==> config.mk <==
export PLATFORM = sky130hd
export DESIGN_NAME = ca_gen_controller
export DESIGN_NICKNAME = d
export VERILOG_FILES = /design/src/rtl/ca_gen_controller.sv
export SDC_FILE = /design/constraint.sdc
export NUM_CORES = 1
export LEC_CHECK = 0
export ABC_AREA = 1
export CAP_MARGIN = 20
export CORE_AREA = 4 4 122 124
export DETAILED_ROUTE_END_ITERATION = 6
export DIE_AREA = 0 0 126 128
export GPL_ROUTABILITY_DRIVEN = 0
export HOLD_SLACK_MARGIN = 0.15
export PLACE_DENSITY = 0.81
export SYNTH_ARGS = -nofsm -noshare
export SYNTH_HDL_FRONTEND = slang
export SYNTH_SLANG_ARGS = --single-unit
==> constraint.sdc <==
create_clock -name clk -period 1.6 [get_ports clk]
set_input_delay 0.32 -clock clk [delete_from_list [all_inputs] [get_ports clk]]
set_output_delay 0.32 -clock clk [all_outputs]
set_load 0.1 [all_outputs]
==> src/rtl/ca_gen_controller.sv <==
// Sequencer for the 8x8 cellular-automaton datapath: owns the live grid,
// loads seeds, requests generations over req/ack and commits results.
module ca_gen_controller #(
  parameter int ROWS     = 8,
  parameter int COLS     = 8,
  parameter int TICK_DIV = 4,
  parameter int GEN_W    = 16
) (
  input  logic                       clk,
  input  logic                       rst_n,
  input  logic                       clear,
  input  logic                       load,
  input  logic [ROWS-1:0][COLS-1:0]  seed_in,
  input  logic                       run,
  input  logic                       step,
  output logic                       calc_req,
  output logic [ROWS-1:0][COLS-1:0]  calc_grid,
  input  logic                       calc_ack,
  input  logic [ROWS-1:0][COLS-1:0]  calc_next,
  output logic [ROWS-1:0][COLS-1:0]  grid_out,
  output logic [GEN_W-1:0]           gen_count,
  output logic                       busy,
  output logic                       stable
);

  localparam int TW = (TICK_DIV > 1) ? $clog2(TICK_DIV) : 1;

  typedef enum logic {
    IDLE,
    REQ
  } state_t;

  state_t                    state;
  logic [ROWS-1:0][COLS-1:0] grid;
  logic [TW-1:0]             tick_cnt;
  logic                      tick_en;
  logic                      tick_hit;
  logic                      trigger;

  // A stable grid only stops the free-running rate divider, never step.
  assign tick_en  = run && !stable;
  assign tick_hit = (tick_cnt == TW'(TICK_DIV - 1));
  assign trigger  = step || (tick_en && tick_hit);

  assign calc_req  = (state == REQ);
  assign busy      = (state == REQ);
  assign calc_grid = grid;
  assign grid_out  = grid;

  always_ff @(posedge clk or negedge rst_n) begin
    if (!rst_n) begin
      state     <= IDLE;
      grid      <= '0;
      gen_count <= '0;
      stable    <= 1'b0;
      tick_cnt  <= '0;
    end else if (clear) begin
      state     <= IDLE;
      grid      <= '0;
      gen_count <= '0;
      stable    <= 1'b0;
      tick_cnt  <= '0;
    end else if (load) begin
      state     <= IDLE;
      grid      <= seed_in;
      gen_count <= '0;
      stable    <= 1'b0;
      tick_cnt  <= '0;
    end else begin
      unique case (state)
        IDLE: begin
          if (trigger) begin
            state    <= REQ;
            tick_cnt <= '0;
          end else if (tick_en) begin
            tick_cnt <= tick_cnt + 1'b1;
          end else begin
            tick_cnt <= '0;
          end
        end
        REQ: begin
          if (calc_ack) begin
            state     <= IDLE;
            grid      <= calc_next;
            gen_count <= gen_count + 1'b1;
            stable    <= (calc_next == grid);
          end
        end
        default: state <= IDLE;
      endcase
    end
  end

endmodule

==> metrics.txt <==
# TYPE chip_impl_metric gauge
chip_impl_info{name="run_status",value="completed"} 1
chip_impl_metric{name="gr-total-overflow",unit=""} 0
chip_impl_metric{name="drt.antenna.violating_nets",unit=""} 0
chip_impl_metric{name="cts_htree_levels",unit=""} 3
chip_impl_metric{name="synth.distinct_cells",unit=""} 35
chip_impl_metric{name="timing.slew.headroom",unit="%"} 69.9
chip_impl_info{name="crit-reg2reg-launch",value="gen_count[0]"} 1
chip_impl_info{name="timing.hold.worst.start",value="load"} 1
chip_impl_info{name="rsz0062_at_grt",value="false"} 1
chip_impl_metric{name="crit_arrival",unit="ns"} 1.68
chip_impl_metric{name="timing.critical_path.fanout_max",unit=""} 5
chip_impl_metric{name="grt_antenna_before_repair",unit=""} 1
chip_impl_metric{name="count_of_vias_placed_by_the_detailed_router",unit=""} 6040
chip_impl_metric{name="grt_max_degree",unit=""} 52
chip_impl_metric{name="cpPeakStageDelay",unit="ns"} 0.52
chip_impl_metric{name="port_buffers",unit=""} 281
chip_impl_metric{name="cts.sinks",unit=""} 84
chip_impl_info{name="min_delay_worst_endpoint",value="calc_grid[53]"} 1
chip_impl_metric{name="initialDrtViolationCount",unit=""} 373
chip_impl_metric{name="routedWlPerCell",unit="um"} 17.0
chip_impl_metric{name="clock.fmax",unit="GHz"} 0.677
chip_impl_metric{name="period_needed",unit="ns"} 1.48
chip_impl_metric{name="postCtsSetupBuffers",unit=""} 0
chip_impl_metric{name="detail_route.vias_per_cell",unit=""} 5.04
chip_impl_info{name="rr_endpoint",value="gen_count[12]"} 1
chip_impl_metric{name="finish.cell_count_without_fillers",unit=""} 1199
chip_impl_info{name="worst_path_max_delay_cell",value="sky130_fd_sc_hd__dfrtp_4"} 1
chip_impl_metric{name="die-area",unit="mm^2"} 0.0161
chip_impl_metric{name="first_pass_grt_wire_length",unit="um"} 32000
chip_impl_metric{name="initial_core_util",unit="%"} 40.3
chip_impl_metric{name="irDropWorstVdd",unit="V"} 0.000615
chip_impl_metric{name="worst_skew_pair.late_latency",unit="ns"} 0.33
chip_impl_metric{name="dp_cells",unit=""} 1181
chip_impl_metric{name="final_cell_area",unit="mm^2"} 0.0103
chip_impl_info{name="tritoncts",value="yes"} 1
chip_impl_metric{name="worst_slack",unit="ns"} 0.122
chip_impl_metric{name="die_x",unit="um"} 126
chip_impl_metric{name="finalMaxSlewViolations",unit=""} 0
chip_impl_metric{name="worstPathRequired",unit="ns"} 1.80
chip_impl_metric{name="synth.ff_latch_count",unit=""} 84
chip_impl_info{name="critPathCaptureType",value="flip-flop"} 1
chip_impl_info{name="setup.worst_path.start_class",value="flip-flop"} 1
chip_impl_metric{name="grtUsageTotal",unit="%"} 24.7
chip_impl_metric{name="path_clk_slew",unit="ns"} 0.07
chip_impl_metric{name="drt-total-wl",unit="um"} 20400
chip_impl_metric{name="preCtsSetupSlack",unit="ns"} -0.213
chip_impl_metric{name="power.density_cell_area",unit="mW/mm^2"} 940
chip_impl_metric{name="detail_route.first_pass.iterations",unit=""} 5
chip_impl_metric{name="synth_seq_area_share",unit="%"} 37.9
chip_impl_metric{name="via_count_of_the_first_global_routing_pass",unit=""} 6058
chip_impl_metric{name="placed_cell_area",unit="mm^2"} 0.00993
chip_impl_metric{name="dpl.hpwl",unit="um"} 16500
chip_impl_metric{name="hold_ws",unit="ns"} 0.436
chip_impl_metric{name="synthesis.nets",unit=""} 908
chip_impl_metric{name="hold_depth",unit=""} 3
chip_impl_metric{name="postLayoutCoreUtil",unit="%"} 74.6
chip_impl_metric{name="fin_crit_sh",unit="%"} 92.4
chip_impl_metric{name="setup_viol",unit=""} 0
chip_impl_metric{name="crit_buf_inv",unit=""} 0
chip_impl_metric{name="area_growth",unit="%"} 85.0
chip_impl_metric{name="post-route-drc-count",unit=""} 0
chip_impl_info{name="path_class_of_the_lowest_slack_min_delay_path",value="in -> reg"} 1
chip_impl_metric{name="syn-instance-count",unit=""} 771
chip_impl_metric{name="ys.warnings.count",unit=""} 0
chip_impl_metric{name="final_layout_size_suffix_gt1_share",unit="%"} 30.3
chip_impl_metric{name="worst_pin_slew",unit="ns"} 0.452
chip_impl_info{name="timing.setup.critical_path_class",value="reg -> reg"} 1
chip_impl_metric{name="hold_viol",unit=""} 0
chip_impl_metric{name="die_h",unit="um"} 128
chip_impl_info{name="critical_path.top_delay_family",value="flip-flops"} 1
chip_impl_metric{name="synth_area",unit="mm^2"} 0.00555
chip_impl_metric{name="setup.reg_to_reg.worst_slack",unit="ns"} 0.12
chip_impl_metric{name="nNetsFinal",unit=""} 1150
chip_impl_metric{name="path_length_in_cells_of_the_critical_path",unit=""} 8
chip_impl_metric{name="post_synth.cell_area_avg",unit="um^2"} 7.20
chip_impl_info{name="clock_tree.root_cell",value="sky130_fd_sc_hd__clkbuf_16"} 1
chip_impl_metric{name="worst_r2r_path_depth",unit=""} 8
chip_impl_metric{name="p_leak",unit="uW"} 0.00452
chip_impl_metric{name="max_cap_violations",unit=""} 0
chip_impl_metric{name="design.portCount",unit=""} 282
chip_impl_metric{name="clock_path_buffers",unit=""} 2
chip_impl_metric{name="clock-skew-final",unit="ns"} 0.00879
chip_impl_info{name="critical_path.cell_chain",value="ha_2 > and3_1 > nand3_1 > nand2_1 > nand2_1 > nor2_1 > nand3_1 > o21ai_0"} 1
chip_impl_metric{name="tritoncts.num_buffers",unit=""} 9
chip_impl_metric{name="row_count",unit=""} 43
chip_impl_metric{name="coreArea",unit="mm^2"} 0.0138
==> cell usage after synthesis <==
cell type	count	area (um^2)
sky130_fd_sc_hd__a21o_1	1	7.51
sky130_fd_sc_hd__a21oi_1	12	60.1
sky130_fd_sc_hd__a31oi_1	1	6.26
sky130_fd_sc_hd__and3_1	1	6.26
sky130_fd_sc_hd__buf_1	1	3.75
sky130_fd_sc_hd__buf_2	14	70.1
sky130_fd_sc_hd__buf_4	67	503
sky130_fd_sc_hd__clkbuf_1	9	33.8
sky130_fd_sc_hd__clkbuf_2	1	5.00
sky130_fd_sc_hd__dfrtp_1	84	2100
sky130_fd_sc_hd__ha_1	2	25.0
sky130_fd_sc_hd__inv_1	105	394
sky130_fd_sc_hd__inv_2	3	11.3
sky130_fd_sc_hd__mux2i_1	16	160
sky130_fd_sc_hd__nand2_1	209	785
sky130_fd_sc_hd__nand2_2	3	18.8
sky130_fd_sc_hd__nand2_8	1	20.0
sky130_fd_sc_hd__nand3_1	16	80.1
sky130_fd_sc_hd__nand3_2	2	20.0
sky130_fd_sc_hd__nand3_4	1	17.5
sky130_fd_sc_hd__nand3b_1	1	7.51
sky130_fd_sc_hd__nand4_1	8	50.1
sky130_fd_sc_hd__nor2_1	61	229
sky130_fd_sc_hd__nor2_2	1	6.26
sky130_fd_sc_hd__nor2_4	3	33.8
sky130_fd_sc_hd__nor2_8	1	20.0
sky130_fd_sc_hd__nor3_1	5	25.0
sky130_fd_sc_hd__nor3_2	1	10.0
sky130_fd_sc_hd__nor4_1	1	6.26
sky130_fd_sc_hd__o21ai_0	68	340
sky130_fd_sc_hd__o21ai_1	8	40.0
sky130_fd_sc_hd__o22ai_1	38	238
sky130_fd_sc_hd__o32ai_1	7	61.3
sky130_fd_sc_hd__or2_2	4	25.0
sky130_fd_sc_hd__xnor2_1	15	131
==> metal layers <==
| metal | up-vias | global-route usage, % | routed length, um |
|---|---|---|---|
| li1 | 2873 | - | - |
| met1 | 2844 | 30.3 | 7840 |
| met2 | 284 | 43.8 | 10500 |
| met3 | 39 | 4.38 | 1480 |
| met4 | 0 | 8.39 | 512 |
| met5 | - | 0 | 0 |
==> flip-flops by register name, indices dropped and copies added (netlist names) <==
signal and flops:
stable 1, gen_count 16, calc_grid 64, tick_cnt 2, busy 1
==> power breakdown <==
| group | leakage [uW] | internal, uW | switching, uW | total (uW) |
|---|---|---|---|---|
| Clock | 0.000151 | 1410 | 900 | 2310 |
| Combinational | 0.00338 | 1740 | 2950 | 4690 |
| Sequential | 0.000988 | 2300 | 356 | 2660 |
==> cell usage in the layout, fill, tap and decap left out, types with 15 or more instances in the layout <==
cell type / synthesis / final
sky130_fd_sc_hd__o21ai_0: 68 / 68
sky130_fd_sc_hd__mux2i_1: 16 / 16
sky130_fd_sc_hd__nor2_1: 61 / 60
sky130_fd_sc_hd__buf_4: 67 / 37
sky130_fd_sc_hd__dfrtp_2: 0 / 73
sky130_fd_sc_hd__nand3_1: 16 / 16
sky130_fd_sc_hd__inv_1: 105 / 105
sky130_fd_sc_hd__nand2_1: 209 / 209
sky130_fd_sc_hd__buf_12: 0 / 152
sky130_fd_sc_hd__xnor2_1: 15 / 15
sky130_fd_sc_hd__o22ai_1: 38 / 38
sky130_fd_sc_hd__clkdlybuf4s50_1: 0 / 132
==> tightest hold or removal path, stage by stage <==
cell                      delay (ns)
sky130_fd_sc_hd__buf_2          0.19
sky130_fd_sc_hd__nor2_1         0.13
sky130_fd_sc_hd__o32ai_1        0.09
==> through the flow <==
step	total power, uW	TNS [ns]
after CTS	9690	0
after global routing	9950	0
after detailed placement	7390	-8.90
final	9660	0
after floorplan	5470	-0.0371
after global placement	7330	-6.73
==> kinds of logic after synthesis <==
family	count (synthesis)	synth area share, %
AND/OR/NAND/NOR	319	24.5
XOR/XNOR	15	2.37
adder cells (fa/ha/maj)	2	0.451
flip-flops	84	37.9
AO/OA/AOI/OAI	135	13.6
multiplexers	16	2.88
buffers and inverters	200	18.4
==> what timing repair did <==
item                       in CTS  in global routing
hold endpoints to repair       84                  0
setup endpoints to repair       0                  3
hold buffers                    1                  0
resized for setup               0                  2
==> layout make-up <==
| type | instances | area, um^2 |
|---|---|---|
| Antenna cell | 1 | 2.50 |
| Clock buffer | 10 | 239 |
| Clock inverter | 6 | 87.6 |
| Fill cell | 944 | 3500 |
| Inverter | 108 | 405 |
| Multi-Input combinational cell | 487 | 2430 |
| Sequential cell | 84 | 2220 |
| Tap cell | 180 | 225 |
| Timing Repair Buffer | 323 | 4660 |
==> worst max-delay path by stage <==
stage                        startpoint       endpoint
after floorplan                    busy  gen_count[13]
after global placement            clear  gen_count[14]
after detailed placement          clear  gen_count[14]
after CTS                  gen_count[0]  gen_count[12]
after global routing      calc_grid[51]         stable
final                      gen_count[0]  gen_count[12]
(Power assumes the default switching activity.)
